$ cat src/rtl/melody_pkg.sv
`default_nettype none
// ============================================================================
// melody_pkg : shared state encoding and score-entry field layout
// Revision   : 1.0
// ============================================================================
package melody_pkg;

  typedef enum logic [1:0] {
    ST_IDLE   = 2'd0,
    ST_FETCH  = 2'd1,
    ST_DECODE = 2'd2,
    ST_PLAY   = 2'd3
  } state_t;

  localparam int KEY_MSB = 15;
  localparam int KEY_LSB = 8;
  localparam int DUR_MSB = 7;
  localparam int DUR_LSB = 0;

  localparam logic [7:0] END_DUR  = 8'd0;
  localparam logic [7:0] KEY_REST = 8'd0;

endpackage
`default_nettype wire

$ cat src/rtl/melody_score_ram.sv
`default_nettype none
// ============================================================================
// melody_score_ram : score storage, one write port, registered read port
// Revision         : 1.0
// ============================================================================
module melody_score_ram #(
  parameter int C_AW = 5
) (
  input  logic            clk,
  input  logic            wr,
  input  logic [C_AW-1:0] wadr,
  input  logic [15:0]     wdat,
  input  logic [C_AW-1:0] radr,
  output logic [15:0]     rdat
);

  logic [15:0] r_mem [2**C_AW];

  // Read-before-write: a colliding read returns the old entry
  always_ff @(posedge clk) begin
    if (wr) begin
      r_mem[wadr] <= wdat;
    end
    rdat <= r_mem[radr];
  end

endmodule
`default_nettype wire

$ cat src/rtl/melody_seq.sv
`default_nettype none
// ============================================================================
// melody_seq : score sequencer driving the tone generator key input
// Revision   : 1.0
// ============================================================================
module melody_seq
  import melody_pkg::*;
#(
  parameter int C_FCK     = 48_000_000,
  parameter int C_TICK_HZ = 1_000,
  parameter int C_AW      = 5,
  parameter int C_GAP     = 8
) (
  input  logic            CK_i,
  input  logic            SRST_i,
  input  logic            WR_i,
  input  logic [C_AW-1:0] WADR_i,
  input  logic [15:0]     WDAT_i,
  input  logic            START_i,
  input  logic            STOP_i,
  input  logic            LOOP_i,
  output logic [7:0]      KEY_o,
  output logic            BUSY_o,
  output logic            DONE_o,
  output logic [C_AW-1:0] NOTE_IDX_o
);

  localparam int              C_TICK_DIV = C_FCK / C_TICK_HZ;
  localparam int              C_PW       = $clog2(C_TICK_DIV);
  localparam logic [C_PW-1:0] C_PSC_LAST = C_PW'(C_TICK_DIV - 1);
  localparam logic [C_AW-1:0] C_ADR_LAST = {C_AW{1'b1}};
  localparam logic [7:0]      C_GAP_W    = 8'(C_GAP);

  state_t          r_state, w_state_n;
  logic [C_AW-1:0] r_adr, w_adr_n;
  logic [C_AW-1:0] r_idx, w_idx_n;
  logic [7:0]      r_key, w_key_n;
  logic [7:0]      r_dcnt, w_dcnt_n;
  logic [C_PW-1:0] r_psc, w_psc_n;
  logic            r_done, w_done_n;
  logic            r_gap_en, w_gap_en_n;
  logic            w_finish;
  logic [15:0]     w_rd_data;
  logic [7:0]      w_rd_key, w_rd_dur;

  melody_score_ram #(
    .C_AW (C_AW)
  ) u_ram (
    .clk  (CK_i),
    .wr   (WR_i),
    .wadr (WADR_i),
    .wdat (WDAT_i),
    .radr (r_adr),
    .rdat (w_rd_data)
  );

  assign w_rd_key = w_rd_data[KEY_MSB:KEY_LSB];
  assign w_rd_dur = w_rd_data[DUR_MSB:DUR_LSB];

  always_ff @(posedge CK_i) begin
    if (SRST_i) begin
      r_state  <= ST_IDLE;
      r_adr    <= '0;
      r_idx    <= '0;
      r_key    <= KEY_REST;
      r_dcnt   <= '0;
      r_psc    <= '0;
      r_done   <= 1'b0;
      r_gap_en <= 1'b0;
    end else begin
      r_state  <= w_state_n;
      r_adr    <= w_adr_n;
      r_idx    <= w_idx_n;
      r_key    <= w_key_n;
      r_dcnt   <= w_dcnt_n;
      r_psc    <= w_psc_n;
      r_done   <= w_done_n;
      r_gap_en <= w_gap_en_n;
    end
  end

  always_comb begin
    w_state_n   = r_state;
    w_adr_n     = r_adr;
    w_idx_n     = r_idx;
    w_key_n     = r_key;
    w_dcnt_n    = r_dcnt;
    w_psc_n     = r_psc;
    w_done_n    = 1'b0;
    w_gap_en_n  = r_gap_en;
    w_finish    = 1'b0;

    case (r_state)
      ST_IDLE: begin
        w_key_n = KEY_REST;
        if (START_i && !STOP_i) begin
          w_adr_n   = '0;
          w_state_n = ST_FETCH;
        end
      end
      ST_FETCH: begin
        w_state_n = ST_DECODE;
      end
      ST_DECODE: begin
        if (w_rd_dur == END_DUR) begin
          w_finish = 1'b1;
        end else begin
          w_key_n    = w_rd_key;
          w_dcnt_n   = w_rd_dur;
          w_psc_n    = '0;
          w_idx_n    = r_adr;
          w_gap_en_n = (w_rd_dur > C_GAP_W);
          w_state_n  = ST_PLAY;
        end
      end
      ST_PLAY: begin
        if (r_psc == C_PSC_LAST) begin
          w_psc_n  = '0;
          w_dcnt_n = r_dcnt - 8'd1;
          // Only long notes are shortened by the articulation gap
          if (r_gap_en && (w_dcnt_n <= C_GAP_W)) begin
            w_key_n = KEY_REST;
          end
          if (r_dcnt == 8'd1) begin
            if (r_adr == C_ADR_LAST) begin
              w_finish = 1'b1;
            end else begin
              w_adr_n   = r_adr + 1'b1;
              w_state_n = ST_FETCH;
            end
          end
        end else begin
          w_psc_n = r_psc + 1'b1;
        end
      end
      default: begin
        w_state_n = ST_IDLE;
      end
    endcase

    // An empty score in loop mode finishes rather than spinning
    if (w_finish) begin
      if (LOOP_i && (r_adr != '0)) begin
        w_adr_n   = '0;
        w_state_n = ST_FETCH;
      end else begin
        w_done_n  = 1'b1;
        w_key_n   = KEY_REST;
        w_state_n = ST_IDLE;
      end
    end

    if (STOP_i && (r_state != ST_IDLE)) begin
      w_state_n = ST_IDLE;
      w_key_n   = KEY_REST;
      w_done_n  = 1'b0;
    end
  end

  assign KEY_o      = r_key;
  assign BUSY_o     = (r_state != ST_IDLE);
  assign DONE_o     = r_done;
  assign NOTE_IDX_o = r_idx;

endmodule
`default_nettype wire

$ cat config.mk
export PLATFORM = sky130hd
export DESIGN_NAME = melody_seq
export DESIGN_NICKNAME = d
export VERILOG_FILES = /design/src/rtl/melody_pkg.sv /design/src/rtl/melody_score_ram.sv /design/src/rtl/melody_seq.sv
export SDC_FILE = /design/constraint.sdc
export NUM_CORES = 1
export LEC_CHECK = 0
export ABC_CLOCK_PERIOD_IN_PS = 2100
export CORE_UTILIZATION = 45
export DETAILED_ROUTE_END_ITERATION = 6
export GPL_ROUTABILITY_DRIVEN = 0
export GPL_TIMING_DRIVEN = 0
export HOLD_SLACK_MARGIN = 0.06
export SLEW_MARGIN = 20
export SYNTH_ARGS = -nofsm -noshare
export SYNTH_HDL_FRONTEND = slang
export SYNTH_SLANG_ARGS = --single-unit
$ cat constraint.sdc
create_clock -name CK_i -period 2.1 [get_ports CK_i]
set_input_delay 0.42 -clock CK_i [delete_from_list [all_inputs] [get_ports CK_i]]
set_output_delay 0.42 -clock CK_i [all_outputs]
set_load 0.01 [all_outputs]
# --- Word-level counts from Yosys, hierarchy flattened ---
# Memory sizes are Yosys's and may differ from the RTL's. A register that Yosys moved wholly into a read port is not among the register bits.
# Index checks and enable logic that the tools add are counted.
op_classes:
  n_reduce_logical: 16
  n_bitwise: 2
  addsub: 3
  order_cmp: 2
  mux: 35
  n_eq_ne: 13
op_table:
  columns: ["cell", "count"]
  rows:
  - ["$mux W8", 7]
  - ["$mux W16", 2]
  - ["$pmux W16 S2", 1]
  - ["$mux W5", 6]
  - ["$pmux W8 S3", 1]
  - ["$add A16 B1 Y16 const B", 1]
  - ["$eq A16 B16 Y1 const B", 1]
  - ["$pmux W8 S2", 1]
  - ["$ne A3 B3 Y1 const B", 5]
  - ["$mux W2", 6]
  - ["$pmux W5 S2", 1]
  - ["$eq A8 B1 Y1 const B", 1]
  - ["$gt A8 B4 Y1 const B", 1]
  - ["$le A8 B4 Y1 const B", 1]
  - ["$logic_not A8 Y1", 1]
  - ["$mux W1", 8]
  - ["$pmux W2 S4", 1]
  - ["$sub A8 B1 Y8 const B", 1]
  - ["$add A5 B1 Y5 const B", 1]
  - ["$eq A5 B5 Y1 const B", 1]
  - ["$reduce_and A5 Y1", 1]
  - ["$reduce_bool A5 Y1", 1]
  - ["$eq A2 B2 Y1 const B", 2]
  - ["$logic_and A1 B1 Y1", 4]
  - ["other kinds (11)", 15]
word_totals:
  inputBits: 27
  memories: 1
  ff_bits: 46
  out_inout_bits: 15
  ram_bits: 512
  elab_cells: 80
memory_table:
  columns: ["name", "depth", "width", "read_ports", "rd_ports_with_merged_regs", "wr", "line", "rtl"]
  rows:
  - ["u_ram.r_mem", 32, 16, 1, 1, 1, "melody_score_ram.sv:17", "logic [15:0] r_mem [2**C_AW];"]

# --- Logic depth before layout (Yosys ltp) ---
# Gate-level depths: netlist of run 1.
logic_depth:
  word_depth: 8
  depth_mapped: 11
  depth_no_buf: 8

# --- Hierarchy ---
# From an unflattened synthesis of run 1, not the netlist that was laid out.
unflattened:
  hier_cells: 1471
  hier_area_um2: 23243.5
modules_own_cells:
  columns: ["module", "seq_area_each_um2", "cells_each", "area_each_um2", "instances"]
  rows:
  - ["melody_score_ram", 15695.1, 1143, 20535.9, 1]
  - ["melody_seq", 920.9, 328, 2707.6, 1]

# --- Worst setup path after synthesis of run 1 ---
# Ideal clock, no wire load.
synth_timing:
  path_kind: "register to register"
  startpoint: "register r_adr[1]"
  endpoint: "register u_ram.rdat[0] (read register of u_ram.r_mem)"
  stages_incl_launch_ff: 7
  path_buffers: 3
  arrival_ns: 2.142
  setup_slack_ns: -0.163
  period_less_slack_ns: 2.263
  setup_ns: 0.121
  t_required_ns: 1.979
  cell_sequence: "dfxtp_1 clkbuf_1 clkbuf_1 buf_1 mux4_2 mux4_2 mux2_2"
synth_lines:
  columns: ["element", "line", "rtl"]
  rows:
  - ["start: declaration", "melody_seq.sv:35", "logic [C_AW-1:0] r_adr, w_adr_n;"]
  - ["start signal: assignment", "melody_seq.sv:72", "r_adr <= w_adr_n;"]
  - ["end: declaration", "melody_score_ram.sv:14", "output logic [15:0] rdat"]

==> impl_results.html, run 1 <==
<table>
<tr><th>Metric</th><th>Value</th></tr>
<tr><th colspan="2">Cells and area</th></tr>
<tr><td>Non-Filler Instances</td><td>1959</td></tr>
<tr><td>Area occupied by multi-input gates</td><td>0.00596 sq mm</td></tr>
<tr><td>Antenna diodes</td><td>0</td></tr>
<tr><td>Sequential cell area in the final layout</td><td>0.0166 sq mm</td></tr>
<tr><td>Fraction of layout cells with a size suffix above 1</td><td>33.4%</td></tr>
<tr><td>Filler cells</td><td>between 3000 and 4000</td></tr>
<tr><td>Summed area of non-filler cells in the final layout</td><td>0.0268 sq mm</td></tr>
<tr><td>Final #Nets</td><td>1286</td></tr>
<tr><td>Area delta synth-&gt;final</td><td>19.1%</td></tr>
<tr><td>Leading cell types in the layout, fill and taps excluded</td><td>sky130_fd_sc_hd__edfxtp_1, sky130_fd_sc_hd__mux4_2, sky130_fd_sc_hd__clkbuf_16</td></tr>
<tr><td>Final Core Density</td><td>54.6%</td></tr>
<tr><td>Leading cell type in the layout, fill and taps excluded</td><td>sky130_fd_sc_hd__edfxtp_1</td></tr>
<tr><th colspan="2">Die</th></tr>
<tr><td>I/O pin cnt</td><td>42</td></tr>
<tr><td>Core area</td><td>0.0491 sq mm</td></tr>
<tr><td>Total Die Area</td><td>0.0508 sq mm</td></tr>
<tr><td>Initial core utilization</td><td>a little under half</td></tr>
<tr><td>Site row count</td><td>81</td></tr>
<tr><td>Die span in x</td><td>225 um</td></tr>
<tr><td>Die height</td><td>roughly 230 um</td></tr>
<tr><th colspan="2">Setup path</th></tr>
<tr><td>Reg-to-reg setup timing slack</td><td>-0.31 ns</td></tr>
<tr><td>Required arrival time at the worst endpoint</td><td>2.58 ns</td></tr>
<tr><td>Worst setup EP type</td><td>flop</td></tr>
<tr><td>Critical Path Source Type</td><td>flop</td></tr>
<tr><td>Worst setup path class</td><td>flop to flop</td></tr>
<tr><td>Arr. time, crit path</td><td>between 2 and 3 ns</td></tr>
<tr><td>Critical-path maximum fanout</td><td>7</td></tr>
<tr><th colspan="2">Outcome</th></tr>
<tr><td>Violations in the final reports</td><td>negative setup slack</td></tr>
<tr><td>Outcome</td><td>complete, but fails checks</td></tr>
<tr><th colspan="2">STA</th></tr>
<tr><td>Hold Violations, Final</td><td>0</td></tr>
<tr><td>Setup ws final</td><td>-0.315 ns</td></tr>
<tr><td>Relative slew slack</td><td>30.1%</td></tr>
<tr><td>Final critical-path share of the clock period</td><td>115%</td></tr>
<tr><td>Final setup violating endpoints</td><td>16</td></tr>
<tr><td>Setup repair after global routing missed its margin</td><td>true</td></tr>
<tr><td>Time the worst path needs with I/O delays and setup</td><td>2.41 ns</td></tr>
<tr><td>Clock skew</td><td>0.0331 ns</td></tr>
<tr><td>Final-report max-slew violation count</td><td>0</td></tr>
<tr><td>Slew at the pin closest to its max-slew limit</td><td>1.04 ns</td></tr>
<tr><td>Achievable clock frequency</td><td>414 MHz</td></tr>
<tr><th colspan="2">Logic synthesis</th></tr>
<tr><td>Count of flip-flops with a built-in enable after synthesis</td><td>512</td></tr>
<tr><td>Proportion of synthesized chip area in sequential cells</td><td>73.9%</td></tr>
<tr><td>Register bit count reported by yosys</td><td>574</td></tr>
<tr><td>Syn Nets</td><td>1144</td></tr>
<tr><td>Number of distinct standard cells referenced by the synthesized netlist</td><td>54</td></tr>
<tr><td>Cell area after synthesis</td><td>0.0225 sq mm</td></tr>
<tr><td>Post-Synthesis Mean Instance Area</td><td>20.3 sq um</td></tr>
<tr><td>Warning count from the yosys run</td><td>0</td></tr>
<tr><td>Post-Synthesis Cells</td><td>around 1100</td></tr>
<tr><td>Proportion of register bits with asynchronous set or reset after synthesis</td><td>0%</td></tr>
<tr><td>Most used flip-flop cell after synthesis</td><td>sky130_fd_sc_hd__edfxtp_1</td></tr>
<tr><th colspan="2">Power</th></tr>
<tr><td>Leakage power figure</td><td>8.30 nW</td></tr>
<tr><td>Comb pwr share</td><td>5.6%</td></tr>
<tr><td>Clock Power Share</td><td>40.9%</td></tr>
<tr><td>Cell Pwr Density</td><td>889 mW/mm^2</td></tr>
<tr><td>Sw Share</td><td>21.9%</td></tr>
<tr><td>Max IR drop VDD</td><td>0.624 mV</td></tr>
<tr><td>Post-layout power</td><td>about 24 mW</td></tr>
<tr><td>Switching pwr</td><td>5.21 mW</td></tr>
<tr><td>Int Pwr</td><td>18.6 mW</td></tr>
<tr><td>Proportion of power drawn by flip-flops and latches</td><td>53.5%</td></tr>
<tr><th colspan="2">GRT</th></tr>
<tr><td>Met3 usage in global routing</td><td>3.87%</td></tr>
<tr><td>GR Util met1</td><td>30.2%</td></tr>
<tr><td>Total grt overflow</td><td>0</td></tr>
<tr><td>Global-route wire length before repair</td><td>76.6 mm</td></tr>
<tr><td>Pin count of the biggest net entering global routing</td><td>33</td></tr>
<tr><td>Number of antenna violations at the first check in global routing</td><td>3</td></tr>
<tr><td>GRT Total Usage</td><td>a little over a fifth</td></tr>
<tr><td>Vias in the first global route</td><td>approximately 11000</td></tr>
<tr><td>Grt peak-use layer</td><td>met2</td></tr>
<tr><td>GRT met2 Usage</td><td>34.1%</td></tr>
<tr><th colspan="2">Clock network</th></tr>
<tr><td>CTS H-tree depth</td><td>2</td></tr>
<tr><td>TritonCTS clock tree</td><td>built</td></tr>
<tr><td>Cell at the root of the clock tree</td><td>sky130_fd_sc_hd__clkbuf_16</td></tr>
<tr><td>Clock transition at path regs</td><td>0.06 ns</td></tr>
<tr><td>Number of clock sinks seen by CTS</td><td>around 570</td></tr>
<tr><td>Hold Buf Count CTS</td><td>0</td></tr>
<tr><td>Clock latency on the worst-skew pair</td><td>0.62 ns</td></tr>
<tr><td>Number of buffers created by CTS</td><td>58</td></tr>
<tr><td>Maximum clock insertion buffer count</td><td>3</td></tr>
<tr><th colspan="2">Placed design</th></tr>
<tr><td>Placement Cell Area</td><td>0.0241 sq mm</td></tr>
<tr><td>Worst slack at placement</td><td>-0.830 ns</td></tr>
<tr><td>Final HPWL DP</td><td>32.9 mm</td></tr>
<tr><td>Cell Count Post-Placement</td><td>1827</td></tr>
<tr><td>Port bufs</td><td>41</td></tr>
<tr><th colspan="2">Drt</th></tr>
<tr><td>Number of optimization iterations in the first detailed-route pass</td><td>5</td></tr>
<tr><td>Number of vias in the routed layout</td><td>11300</td></tr>
<tr><td>Violation count after the first detailed-routing iteration</td><td>1071</td></tr>
<tr><td>Routed WL per cell</td><td>around 27 um</td></tr>
<tr><td>Average via count per standard cell</td><td>just under 6</td></tr>
<tr><td>Number of nets with antenna violations after detailed routing</td><td>0</td></tr>
<tr><td>Drt total wl</td><td>52.5 mm</td></tr>
<tr><td>DR DRC count</td><td>0</td></tr>
<tr><th colspan="2">Flow run</th></tr>
<tr><td>Number of max-cap violations</td><td>0</td></tr>
<tr><th colspan="2">Worst hold path</th></tr>
<tr><td>Type of the tightest min-delay check</td><td>input port to flop</td></tr>
</table>
==> power by group through the flow <==
| stage | logic [mW] | registers (mW) | clock network, mW |
|---|---|---|---|
| global placement | 1.24 | 13.0 | 0 |
| CTS | 1.31 | 12.7 | 9.90 |
| floorplan | 0.782 | 12.9 | 0 |
| global route | 1.47 | 12.7 | 10.3 |
| finish | 1.34 | 12.7 | 9.73 |
| detailed placement | 1.29 | 13.0 | 0 |
==> Yosys cell counts, types with 4 or more instances <==
cell type                    n  area, sq um
sky130_fd_sc_hd__a21oi_1    27          135
sky130_fd_sc_hd__a22o_1      9         78.8
sky130_fd_sc_hd__a22oi_1    10         75.1
sky130_fd_sc_hd__buf_1       4         15.0
sky130_fd_sc_hd__buf_2       9         45.0
sky130_fd_sc_hd__buf_4       4         30.0
sky130_fd_sc_hd__buf_6       5         56.3
sky130_fd_sc_hd__clkbuf_1   33          124
sky130_fd_sc_hd__dfxtp_1    62         1240
sky130_fd_sc_hd__edfxtp_1  512        15400
sky130_fd_sc_hd__ha_1       11          138
sky130_fd_sc_hd__inv_1      13         48.8
sky130_fd_sc_hd__mux2_2     17          191
sky130_fd_sc_hd__mux2i_1     6         60.1
sky130_fd_sc_hd__mux4_2    160         3600
sky130_fd_sc_hd__nand2_1    16         60.1
sky130_fd_sc_hd__nand2b_1    6         37.5
sky130_fd_sc_hd__nand3_1    20          100
sky130_fd_sc_hd__nand3b_1    5         37.5
sky130_fd_sc_hd__nand4_1    13         81.3
sky130_fd_sc_hd__nor2_1     76          285
sky130_fd_sc_hd__nor3_1      8         40.0
sky130_fd_sc_hd__nor3b_1     4         30.0
sky130_fd_sc_hd__nor4_1      6         37.5
sky130_fd_sc_hd__o21ai_0     9         45.0
sky130_fd_sc_hd__xor2_1     12          105
==> state kept, by name, indices dropped and copies added (netlist names) <==
signal,cells
KEY_o,8
r_dcnt,8
NOTE_IDX_o,5
u_ram.r_mem,512
r_gap_en,1
r_adr,5
r_psc,16
r_state,2
u_ram.rdat,16
DONE_o,1
==> repair_timing <==
action,CTS,global route
buffers inserted,10,15
endpoints found under the setup margin,178,146
resized for setup,88,41
gates cloned,5,2
pin swaps,8,15
==> area by class of cell <==
type | count | share of cell area [%]
clock inverter | 39 | 0.977
buffer | 50 | 1.68
tap | 664 | 3.10
timing repair buffer | 87 | 4.05
inverter | 13 | 0.182
multi-input combinational | 464 | 22.2
sequential | 574 | 62.1
clock buffer | 68 | 5.64
==> cell families after synthesis <==
| group | count (synthesis) | share of synthesized area [%] |
|---|---|---|
| simple gates | 181 | 4.09 |
| xor+xnor | 15 | 0.585 |
| fa+ha+maj | 11 | 0.612 |
| buf+inv | 68 | 1.42 |
| compound gates | 73 | 2.12 |
| flops | 574 | 73.9 |
| mux | 184 | 17.2 |
==> metrics by stage <==
step / setup TNS, ns / hold slack (ns)
after CTS: -4.39 / 0.368
after floorplan: -7.25 / 0.449
after detailed placement: -320.23 / 0.477
final: -4.37 / 0.330
after global placement: -670.11 / 0.465
after global routing: -5.39 / 0.334
==> worst paths after layout <==
path / from / endpoint / cells after the start
hold / removal: WDAT_i[11] / u_ram.r_mem[10][11]$_DFFE_PP_ / 1
hold reg to reg: NOTE_IDX_o[1]$_SDFFE_PP0P_ / NOTE_IDX_o[1]$_SDFFE_PP0P_ / 2
setup reg to reg: r_adr[0]$_SDFF_PP0_ / u_ram.rdat[11]$_DFF_P_ / 8
setup / recovery: r_adr[0]$_SDFF_PP0_ / u_ram.rdat[11]$_DFF_P_ / 8
==> critical path, cell delays in order, from the launching register on <==
cell	delay [ns]
sky130_fd_sc_hd__dfxtp_2	0.34
sky130_fd_sc_hd__buf_6	0.13
sky130_fd_sc_hd__buf_12	0.13
sky130_fd_sc_hd__buf_16	0.15
sky130_fd_sc_hd__buf_4	0.13
sky130_fd_sc_hd__clkbuf_16	0.14
sky130_fd_sc_hd__mux4_2	0.52
sky130_fd_sc_hd__mux4_2	0.48
sky130_fd_sc_hd__mux2_2	0.29
==> per-layer routing <==
layer / vias up / wire length [um]
li1: 4869 / -
met1: 6026 / 22400
met2: 367 / 25700
met3: 64 / 3470
met4: 4 / 864
met5: - / 27
No activity file was read; power rests on OpenSTA's default activity.
==> run 2: changes to the inputs <==
--- a/config.mk
+++ b/config.mk
@@ -6,11 +6,12 @@
 export NUM_CORES = 1
 export LEC_CHECK = 0
 export ABC_CLOCK_PERIOD_IN_PS = 2100
-export CORE_UTILIZATION = 45
+export CORE_UTILIZATION = 56
 export DETAILED_ROUTE_END_ITERATION = 6
 export GPL_ROUTABILITY_DRIVEN = 0
 export GPL_TIMING_DRIVEN = 0
 export HOLD_SLACK_MARGIN = 0.06
+export PLACE_DENSITY = 0.76
 export SLEW_MARGIN = 20
 export SYNTH_ARGS = -nofsm -noshare
 export SYNTH_HDL_FRONTEND = slang
==> run 2 against run 1 <==
Effect of this change: the flow finishes with violations (antenna violations, design-rule violations, negative setup slack); cell count decreased by 7.2%; critical path depth decreased by 2; clock power decreased by 4.2%; critical path type unchanged; critical endpoint is now u_ram.rdat[6]$_DFF_P_.
==> impl_results.html, run 2 (synthesized netlist as in run 1, its figures left out) <==
<table>
<tr><th>Metric</th><th>Value</th></tr>
<tr><th colspan="2">Clock network</th></tr>
<tr><td>Clock transition at path regs</td><td>0.06 ns (about the same)</td></tr>
<tr><td>Number of clock sinks seen by CTS</td><td>574 (unchanged)</td></tr>
<tr><td>Number of buffers created by CTS</td><td>55 (was 58)</td></tr>
<tr><td>TritonCTS clock tree</td><td>built (unchanged)</td></tr>
<tr><td>Hold Buf Count CTS</td><td>0 (unchanged)</td></tr>
<tr><td>Cell at the root of the clock tree</td><td>sky130_fd_sc_hd__clkbuf_16 (unchanged)</td></tr>
<tr><td>CTS H-tree depth</td><td>2 (unchanged)</td></tr>
<tr><td>Maximum clock insertion buffer count</td><td>3 (unchanged)</td></tr>
<tr><td>Clock latency on the worst-skew pair</td><td>0.62 ns (about the same)</td></tr>
<tr><th colspan="2">Setup path</th></tr>
<tr><td>Worst setup EP type</td><td>flop (unchanged)</td></tr>
<tr><td>Critical-path maximum fanout</td><td>7 (unchanged)</td></tr>
<tr><td>Arr. time, crit path</td><td>2.88 ns (was 2.90 ns)</td></tr>
<tr><td>Required arrival time at the worst endpoint</td><td>2.60 ns (was 2.58 ns)</td></tr>
<tr><td>Worst setup path class</td><td>flop to flop (unchanged)</td></tr>
<tr><td>Critical Path Source Type</td><td>flop (unchanged)</td></tr>
<tr><th colspan="2">Drt</th></tr>
<tr><td>Average via count per standard cell</td><td>6.46 (was 5.78)</td></tr>
<tr><td>Drt total wl</td><td>53.1 mm (was 52.5 mm)</td></tr>
<tr><td>Routed WL per cell</td><td>29.2 um (was 26.8 um)</td></tr>
<tr><td>Number of nets with antenna violations after detailed routing</td><td>1 (was 0)</td></tr>
<tr><td>Violation count after the first detailed-routing iteration</td><td>1297 (was 1071)</td></tr>
<tr><td>Number of optimization iterations in the first detailed-route pass</td><td>7 (was 5)</td></tr>
<tr><td>Number of vias in the routed layout</td><td>11700 (was 11300)</td></tr>
<tr><td>DR DRC count</td><td>6 (was 0)</td></tr>
<tr><th colspan="2">Outcome</th></tr>
<tr><td>Outcome</td><td>complete, but fails checks (unchanged)</td></tr>
<tr><td>Violations in the final reports</td><td>antenna violations, design-rule violations, negative setup slack (was negative setup slack)</td></tr>
<tr><th colspan="2">GRT</th></tr>
<tr><td>Total grt overflow</td><td>0 (unchanged)</td></tr>
<tr><td>Global-route wire length before repair</td><td>76.5 mm (was 76.6 mm)</td></tr>
<tr><td>GRT Total Usage</td><td>26.1% (was 21.2%)</td></tr>
<tr><td>Number of antenna violations at the first check in global routing</td><td>0 (was 3)</td></tr>
<tr><td>Pin count of the biggest net entering global routing</td><td>33 (unchanged)</td></tr>
<tr><td>Vias in the first global route</td><td>11500 (was 11300)</td></tr>
<tr><th colspan="2">STA</th></tr>
<tr><td>Setup TNS</td><td>-3.45 ns (was -4.37 ns)</td></tr>
<tr><td>Final-report max-slew violation count</td><td>0 (unchanged)</td></tr>
<tr><td>Hold slack</td><td>0.361 ns (was 0.330 ns)</td></tr>
<tr><td>Relative slew slack</td><td>26.8% (was 30.1%)</td></tr>
<tr><td>Hold Violations, Final</td><td>0 (unchanged)</td></tr>
<tr><td>Slew at the pin closest to its max-slew limit</td><td>1.10 ns (was 1.04 ns)</td></tr>
<tr><td>Achievable clock frequency</td><td>421 MHz (was 414 MHz)</td></tr>
<tr><td>Time the worst path needs with I/O delays and setup</td><td>2.37 ns (was 2.41 ns)</td></tr>
<tr><td>Setup repair after global routing missed its margin</td><td>true (unchanged)</td></tr>
<tr><td>Final setup violating endpoints</td><td>16 (unchanged)</td></tr>
<tr><td>Setup ws final</td><td>-0.274 ns (was -0.315 ns)</td></tr>
<tr><td>Final critical-path share of the clock period</td><td>113% (was 115%)</td></tr>
<tr><td>Clock skew</td><td>0.0260 ns (was 0.0331 ns)</td></tr>
<tr><th colspan="2">Placed design</th></tr>
<tr><td>Cell Count Post-Placement</td><td>1704 (was 1827)</td></tr>
<tr><td>Placement Cell Area</td><td>0.0241 sq mm (about the same)</td></tr>
<tr><td>Port bufs</td><td>41 (unchanged)</td></tr>
<tr><td>Final HPWL DP</td><td>33.1 mm (was 32.9 mm)</td></tr>
<tr><td>Worst slack at placement</td><td>-0.742 ns (was -0.830 ns)</td></tr>
<tr><th colspan="2">Power</th></tr>
<tr><td>Sw Share</td><td>21.7% (was 21.9%)</td></tr>
<tr><td>Switching pwr</td><td>5.07 mW (was 5.21 mW)</td></tr>
<tr><td>Cell Pwr Density</td><td>883 mW/mm^2 (was 889 mW/mm^2)</td></tr>
<tr><td>Clock Power Share</td><td>39.9% (was 40.9%)</td></tr>
<tr><td>Post-layout power</td><td>23.4 mW (was 23.8 mW)</td></tr>
<tr><td>Comb pwr share</td><td>5.7% (was 5.6%)</td></tr>
<tr><td>Proportion of power drawn by flip-flops and latches</td><td>54.4% (was 53.5%)</td></tr>
<tr><td>Leakage power figure</td><td>8.22 nW (was 8.30 nW)</td></tr>
<tr><td>Int Pwr</td><td>18.3 mW (was 18.6 mW)</td></tr>
<tr><td>Max IR drop VDD</td><td>0.813 mV (was 0.624 mV)</td></tr>
<tr><th colspan="2">Die</th></tr>
<tr><td>Site row count</td><td>73 (was 81)</td></tr>
<tr><td>Initial core utilization</td><td>56.7% (was 45.8%)</td></tr>
<tr><td>Core area</td><td>0.0396 sq mm (was 0.0491 sq mm)</td></tr>
<tr><td>Die height</td><td>202 um (was 225 um)</td></tr>
<tr><td>I/O pin cnt</td><td>42 (unchanged)</td></tr>
<tr><td>Die span in x</td><td>202 um (was 225 um)</td></tr>
<tr><td>Total Die Area</td><td>0.0409 sq mm (was 0.0508 sq mm)</td></tr>
<tr><th colspan="2">Cells and area</th></tr>
<tr><td>Summed area of non-filler cells in the final layout</td><td>0.0265 sq mm (was 0.0268 sq mm)</td></tr>
<tr><td>Non-Filler Instances</td><td>1817 (was 1959)</td></tr>
<tr><td>Final Core Density</td><td>66.7% (was 54.6%)</td></tr>
<tr><td>Max reg flops</td><td>512 (unchanged)</td></tr>
<tr><td>Final #Nets</td><td>1288 (was 1286)</td></tr>
<tr><td>Register ranked first by flip-flop count</td><td>u_ram.r_mem (unchanged)</td></tr>
<tr><td>Leading cell types in the layout, fill and taps excluded</td><td>sky130_fd_sc_hd__edfxtp_1, sky130_fd_sc_hd__mux4_2, sky130_fd_sc_hd__clkbuf_16 (unchanged)</td></tr>
<tr><td>Area delta synth-&gt;final</td><td>17.7% (was 19.1%)</td></tr>
<tr><td>Fraction of layout cells with a size suffix above 1</td><td>33.3% (was 33.4%)</td></tr>
<tr><td>Leading cell type in the layout, fill and taps excluded</td><td>sky130_fd_sc_hd__edfxtp_1 (unchanged)</td></tr>
<tr><td>Top Registers</td><td>u_ram.r_mem: 512 flops, r_psc: 16 flops, u_ram.rdat: 16 flops (unchanged)</td></tr>
<tr><th colspan="2">Flow run</th></tr>
<tr><td>Number of max-cap violations</td><td>0 (unchanged)</td></tr>
<tr><th colspan="2">Worst hold path</th></tr>
<tr><td>Type of the tightest min-delay check</td><td>input port to flop (unchanged)</td></tr>
</table>
[run 2: cell count changes in the layout (fill, tap and decap cells not counted), sizes merged]
cell | before | now
buf | 79 | 83
bufinv | 3 | 1
clkbuf | 99 | 108
clkdlybuf4s15 | 0 | 1
clkdlybuf4s50 | 23 | 26
clkinv | 34 | 13
clkinvlp | 1 | 2
diode | 0 | 5
dlygate4sd2 | 2 | 0
dlymetal6s2s | 2 | 0
inv | 14 | 15
[run 2: worst max-delay path, stage by stage, from the launching register on]
cell and delay, ns:
sky130_fd_sc_hd__dfxtp_2 0.35, sky130_fd_sc_hd__buf_12 0.15, sky130_fd_sc_hd__buf_16 0.17, sky130_fd_sc_hd__buf_12 0.14, sky130_fd_sc_hd__mux4_2 0.54, sky130_fd_sc_hd__mux4_2 0.58
sky130_fd_sc_hd__mux2_4 0.30
[run 2: what timing repair did]
action / 4_1_cts / 5_1_grt
cloned: 4 / 6
setup buffers: 7 / 2
setup endpoints to repair: 92 / 134
pin swaps: 5 / 7
resized for setup: 84 / 42
[run 2: power groups by stage]
stage | logic (mW) | clock network (mW) | registers, mW
floorplan | 0.782 | 0 | 12.9
finish | 1.33 | 9.32 | 12.7
global route | 1.46 | 9.83 | 12.7
detailed placement | 1.28 | 0 | 13.0
CTS | 1.31 | 9.39 | 12.7
global placement | 1.21 | 0 | 13.0
[run 2: area by class of cell]
cell class	instances	area (sq um)
antenna	5	12.5
buffer	51	492
clock buffer	76	1540
clock inverter	18	134
fill	2471	13200
inverter	13	48.8
multi-input combinational	464	5850
sequential	574	16600
tap	525	657
timing repair buffer	91	1090
[run 2: metal layers]
| layer | global-route usage [%] | vias up | wire [um] |
|---|---|---|---|
| li1 | - | 4859 | - |
| met1 | 36.0 | 6094 | 20200 |
| met2 | 41.9 | 688 | 26100 |
| met3 | 4.89 | 93 | 4720 |
| met4 | 9.53 | 0 | 1990 |
| met5 | 0 | - | 0 |
[run 2: worst paths after layout]
check / startpoint / to / slack, ns / cells past startpoint
min: WDAT_i[3] / u_ram.r_mem[6][3]$_DFFE_PP_ / 0.36 / 1
max reg2reg: r_adr[0]$_SDFF_PP0_ / u_ram.rdat[6]$_DFF_P_ / -0.27 / 6
min reg2reg: r_gap_en$_SDFFE_PP0P_ / r_gap_en$_SDFFE_PP0P_ / 0.49 / 2
max: r_adr[0]$_SDFF_PP0_ / u_ram.rdat[6]$_DFF_P_ / -0.27 / 6
==> run 3: changes to the inputs <==
--- a/config.mk
+++ b/config.mk
@@ -12,6 +12,7 @@
 export GPL_TIMING_DRIVEN = 0
 export HOLD_SLACK_MARGIN = 0.06
 export PLACE_DENSITY = 0.76
+export SKIP_LAST_GASP = 1
 export SLEW_MARGIN = 20
 export SYNTH_ARGS = -nofsm -noshare
 export SYNTH_HDL_FRONTEND = slang
==> run 3 against run 2 <==
Effect of this change: hold slack worse by 0.017 ns; power decreased by 0.14%; die area is the same; wire length fell by 0.49%; utilization is 0.079 points lower; via count decreased by 0.39%; critical path depth did not move; the run ends with design-rule violations, negative setup slack left; cell area is 0.12% lower; critical endpoint is now u_ram.rdat[1]$_DFF_P_; non-clock buffer count grew 2; cell count decreased by 0.17%; global-route usage up 0.088 points.
==> impl_results.html, run 3 (synthesized netlist as in run 1, its figures left out) <==
<table>
<tr><th>Metric</th><th>Value</th></tr>
<tr><th colspan="2">STA</th></tr>
<tr><td>Clock skew</td><td>0.0294 ns (was 0.0260 ns)</td></tr>
<tr><td>Setup ws final</td><td>-0.239 ns (was -0.274 ns)</td></tr>
<tr><td>Slew at the pin closest to its max-slew limit</td><td>1.08 ns (was 1.10 ns)</td></tr>
<tr><td>Setup TNS</td><td>-3.39 ns (was -3.45 ns)</td></tr>
<tr><td>Final setup violating endpoints</td><td>17 (was 16)</td></tr>
<tr><td>Final critical-path share of the clock period</td><td>111% (was 113%)</td></tr>
<tr><td>Hold Violations, Final</td><td>0 (unchanged)</td></tr>
<tr><td>Setup repair after global routing missed its margin</td><td>true (unchanged)</td></tr>
<tr><td>Hold slack</td><td>0.344 ns (was 0.361 ns)</td></tr>
<tr><td>Final-report max-slew violation count</td><td>0 (unchanged)</td></tr>
<tr><td>Achievable clock frequency</td><td>427 MHz (was 421 MHz)</td></tr>
<tr><td>Time the worst path needs with I/O delays and setup</td><td>2.34 ns (was 2.37 ns)</td></tr>
<tr><td>Relative slew slack</td><td>27.9% (was 26.8%)</td></tr>
<tr><th colspan="2">Drt</th></tr>
<tr><td>Number of nets with antenna violations after detailed routing</td><td>0 (was 1)</td></tr>
<tr><td>DR DRC count</td><td>1 (was 6)</td></tr>
<tr><td>Number of vias in the routed layout</td><td>11700 (about the same)</td></tr>
<tr><td>Violation count after the first detailed-routing iteration</td><td>1275 (was 1297)</td></tr>
<tr><td>Number of optimization iterations in the first detailed-route pass</td><td>7 (unchanged)</td></tr>
<tr><td>Routed WL per cell</td><td>29.1 um (was 29.2 um)</td></tr>
<tr><td>Drt total wl</td><td>52.8 mm (was 53.1 mm)</td></tr>
<tr><td>Average via count per standard cell</td><td>6.44 (was 6.46)</td></tr>
<tr><th colspan="2">GRT</th></tr>
<tr><td>GRT Total Usage</td><td>26.1% (about the same)</td></tr>
<tr><td>Vias in the first global route</td><td>11600 (was 11500)</td></tr>
<tr><td>Total grt overflow</td><td>0 (unchanged)</td></tr>
<tr><td>Global-route wire length before repair</td><td>76.7 mm (was 76.5 mm)</td></tr>
<tr><td>Pin count of the biggest net entering global routing</td><td>33 (unchanged)</td></tr>
<tr><td>Number of antenna violations at the first check in global routing</td><td>1 (was 0)</td></tr>
<tr><th colspan="2">Power</th></tr>
<tr><td>Clock Power Share</td><td>39.8% (was 39.9%)</td></tr>
<tr><td>Cell Pwr Density</td><td>883 mW/mm^2 (about the same)</td></tr>
<tr><td>Proportion of power drawn by flip-flops and latches</td><td>54.5% (was 54.4%)</td></tr>
<tr><td>Int Pwr</td><td>18.3 mW (about the same)</td></tr>
<tr><td>Leakage power figure</td><td>8.21 nW (was 8.22 nW)</td></tr>
<tr><td>Switching pwr</td><td>5.04 mW (was 5.07 mW)</td></tr>
<tr><td>Max IR drop VDD</td><td>0.822 mV (was 0.813 mV)</td></tr>
<tr><td>Sw Share</td><td>21.6% (was 21.7%)</td></tr>
<tr><td>Comb pwr share</td><td>5.7% (about the same)</td></tr>
<tr><th colspan="2">Setup path</th></tr>
<tr><td>Critical-path maximum fanout</td><td>7 (unchanged)</td></tr>
<tr><td>Number of buffers and inverters on the critical path</td><td>3 (unchanged)</td></tr>
<tr><td>Slowest library cell on the worst path</td><td>sky130_fd_sc_hd__mux4_2 (unchanged)</td></tr>
<tr><td>Required arrival time at the worst endpoint</td><td>2.58 ns (was 2.60 ns)</td></tr>
<tr><td>Crit-path max cell delay</td><td>0.51 ns (was 0.58 ns)</td></tr>
<tr><td>Kind of cell adding the most delay to the critical path</td><td>multiplexers (unchanged)</td></tr>
<tr><td>Critical Path Source Type</td><td>flop (unchanged)</td></tr>
<tr><td>CP cell instances</td><td>buf_12 -&gt; buf_12 -&gt; clkbuf_16 -&gt; mux4_2 -&gt; mux4_2 -&gt; mux2_2 (was buf_12 -&gt; buf_16 -&gt; buf_12 -&gt; mux4_2 -&gt; mux4_2 -&gt; mux2_4)</td></tr>
<tr><td>Worst setup EP type</td><td>flop (unchanged)</td></tr>
<tr><td>Arr. time, crit path</td><td>2.82 ns (was 2.88 ns)</td></tr>
<tr><td>Worst setup path class</td><td>flop to flop (unchanged)</td></tr>
<tr><th colspan="2">Placed design</th></tr>
<tr><td>Worst slack at placement</td><td>-0.742 ns (unchanged)</td></tr>
<tr><td>Cell Count Post-Placement</td><td>1704 (unchanged)</td></tr>
<tr><td>Port bufs</td><td>41 (unchanged)</td></tr>
<tr><td>Final HPWL DP</td><td>33.1 mm (unchanged)</td></tr>
<tr><th colspan="2">Cells and area</th></tr>
<tr><td>Leading cell types in the layout, fill and taps excluded</td><td>sky130_fd_sc_hd__edfxtp_1, sky130_fd_sc_hd__mux4_2, sky130_fd_sc_hd__clkbuf_16 (unchanged)</td></tr>
<tr><td>Final #Nets</td><td>1290 (was 1288)</td></tr>
<tr><td>Register ranked first by flip-flop count</td><td>u_ram.r_mem (unchanged)</td></tr>
<tr><td>Area delta synth-&gt;final</td><td>17.6% (was 17.7%)</td></tr>
<tr><td>Top Registers</td><td>u_ram.r_mem: 512 flops, r_psc: 16 flops, u_ram.rdat: 16 flops (unchanged)</td></tr>
<tr><td>Fraction of layout cells with a size suffix above 1</td><td>33.4% (was 33.3%)</td></tr>
<tr><td>Max reg flops</td><td>512 (unchanged)</td></tr>
<tr><td>Antenna diodes</td><td>0 (was 5)</td></tr>
<tr><td>Non-Filler Instances</td><td>1814 (was 1817)</td></tr>
<tr><td>Final Core Density</td><td>66.7% (about the same)</td></tr>
<tr><td>Leading cell type in the layout, fill and taps excluded</td><td>sky130_fd_sc_hd__edfxtp_1 (unchanged)</td></tr>
<tr><th colspan="2">Outcome</th></tr>
<tr><td>Outcome</td><td>complete, but fails checks (unchanged)</td></tr>
<tr><td>Violations in the final reports</td><td>design-rule violations, negative setup slack (was antenna violations, design-rule violations, negative setup slack)</td></tr>
<tr><th colspan="2">Die</th></tr>
<tr><td>Core area</td><td>0.0396 sq mm (unchanged)</td></tr>
<tr><td>Total Die Area</td><td>0.0409 sq mm (unchanged)</td></tr>
<tr><td>Die span in x</td><td>202 um (unchanged)</td></tr>
<tr><td>I/O pin cnt</td><td>42 (unchanged)</td></tr>
<tr><td>Die height</td><td>202 um (unchanged)</td></tr>
<tr><td>Site row count</td><td>73 (unchanged)</td></tr>
<tr><td>Initial core utilization</td><td>56.7% (unchanged)</td></tr>
<tr><th colspan="2">Flow run</th></tr>
<tr><td>Number of max-cap violations</td><td>0 (unchanged)</td></tr>
<tr><th colspan="2">Clock network</th></tr>
<tr><td>CTS H-tree depth</td><td>2 (unchanged)</td></tr>
<tr><td>Cell at the root of the clock tree</td><td>sky130_fd_sc_hd__clkbuf_16 (unchanged)</td></tr>
<tr><td>Number of buffers created by CTS</td><td>55 (unchanged)</td></tr>
<tr><td>Number of clock sinks seen by CTS</td><td>574 (unchanged)</td></tr>
<tr><td>Hold Buf Count CTS</td><td>0 (unchanged)</td></tr>
<tr><td>TritonCTS clock tree</td><td>built (unchanged)</td></tr>
<tr><td>Clock latency on the worst-skew pair</td><td>0.62 ns (about the same)</td></tr>
<tr><td>Maximum clock insertion buffer count</td><td>3 (unchanged)</td></tr>
<tr><td>Clock transition at path regs</td><td>0.06 ns (about the same)</td></tr>
<tr><th colspan="2">Worst hold path</th></tr>
<tr><td>Type of the tightest min-delay check</td><td>input port to flop (unchanged)</td></tr>
</table>
-- run 3: cell types whose count changed in the layout (fill, tap and decap cells not counted), sizes merged --
cell and delta:
diode -5, buf +2
-- run 3: what timing repair did --
item / 4_1_cts / 5_1_grt
setup buffers: 7 / 4
setup endpoints to repair: 92 / 148
hold endpoints to repair: 0 / 0
gates resized for setup: 77 / 43
pin swaps: 5 / 8
cloned: 4 / 6
-- run 3: worst paths after layout --
| path | from | end | slack, ns | cells past startpoint |
|---|---|---|---|---|
| worst max register to register | r_adr[0]$_SDFF_PP0_ | u_ram.rdat[1]$_DFF_P_ | -0.24 | 6 |
| worst min register to register | r_gap_en$_SDFFE_PP0P_ | r_gap_en$_SDFFE_PP0P_ | 0.49 | 2 |
| worst min-delay path | WDAT_i[3] | u_ram.r_mem[6][3]$_DFFE_PP_ | 0.34 | 1 |
| worst max-delay path | r_adr[0]$_SDFF_PP0_ | u_ram.rdat[1]$_DFF_P_ | -0.24 | 6 |
-- run 3: area by class of cell --
class,instances,area [sq um]
repair buffers,93,1100
flip-flops and latches,574,16600
well taps,525,657
plain buffers,51,484
inverters,13,48.8
fillers,2479,13200
clock buffers,76,1540
clock inverters,18,134
multi-input cells,464,5830
-- run 3: worst register-to-register path, cell delays in order (launching register included) --
cell                        delay (ns)
sky130_fd_sc_hd__dfxtp_4          0.36
sky130_fd_sc_hd__buf_12           0.14
sky130_fd_sc_hd__buf_12           0.18
sky130_fd_sc_hd__clkbuf_16        0.18
sky130_fd_sc_hd__mux4_2           0.51
sky130_fd_sc_hd__mux4_2           0.51
sky130_fd_sc_hd__mux2_2           0.32
-- run 3: power groups by stage --
| stage | Combinational, mW | Sequential (mW) | Clock (mW) |
|---|---|---|---|
| after floorplan | 0.782 | 12.9 | 0 |
| after global placement | 1.21 | 13.0 | 0 |
| final | 1.33 | 12.7 | 9.29 |
| after global routing | 1.46 | 12.7 | 9.83 |
| after detailed placement | 1.28 | 13.0 | 0 |
| after CTS | 1.30 | 12.7 | 9.39 |
-- run 3: layer usage --
metal  track usage (%)  vias up  part of all wire, %
met3              5.19       90                  9.0
met5                 0        -                0.015
met4              10.8        2                  3.6
li1                  -     4854                    -
met2              41.4      694                   49
met1              36.0     6048                   38
-- run 3: metrics by stage --
stage                     total power, mW  instance area, sq um
after global routing                 24.0                 26400
final                                23.3                 26400
after detailed placement             14.2                 24100
after floorplan                      13.7                 22500
after CTS                            23.4                 26200
after global placement               14.2                 23600
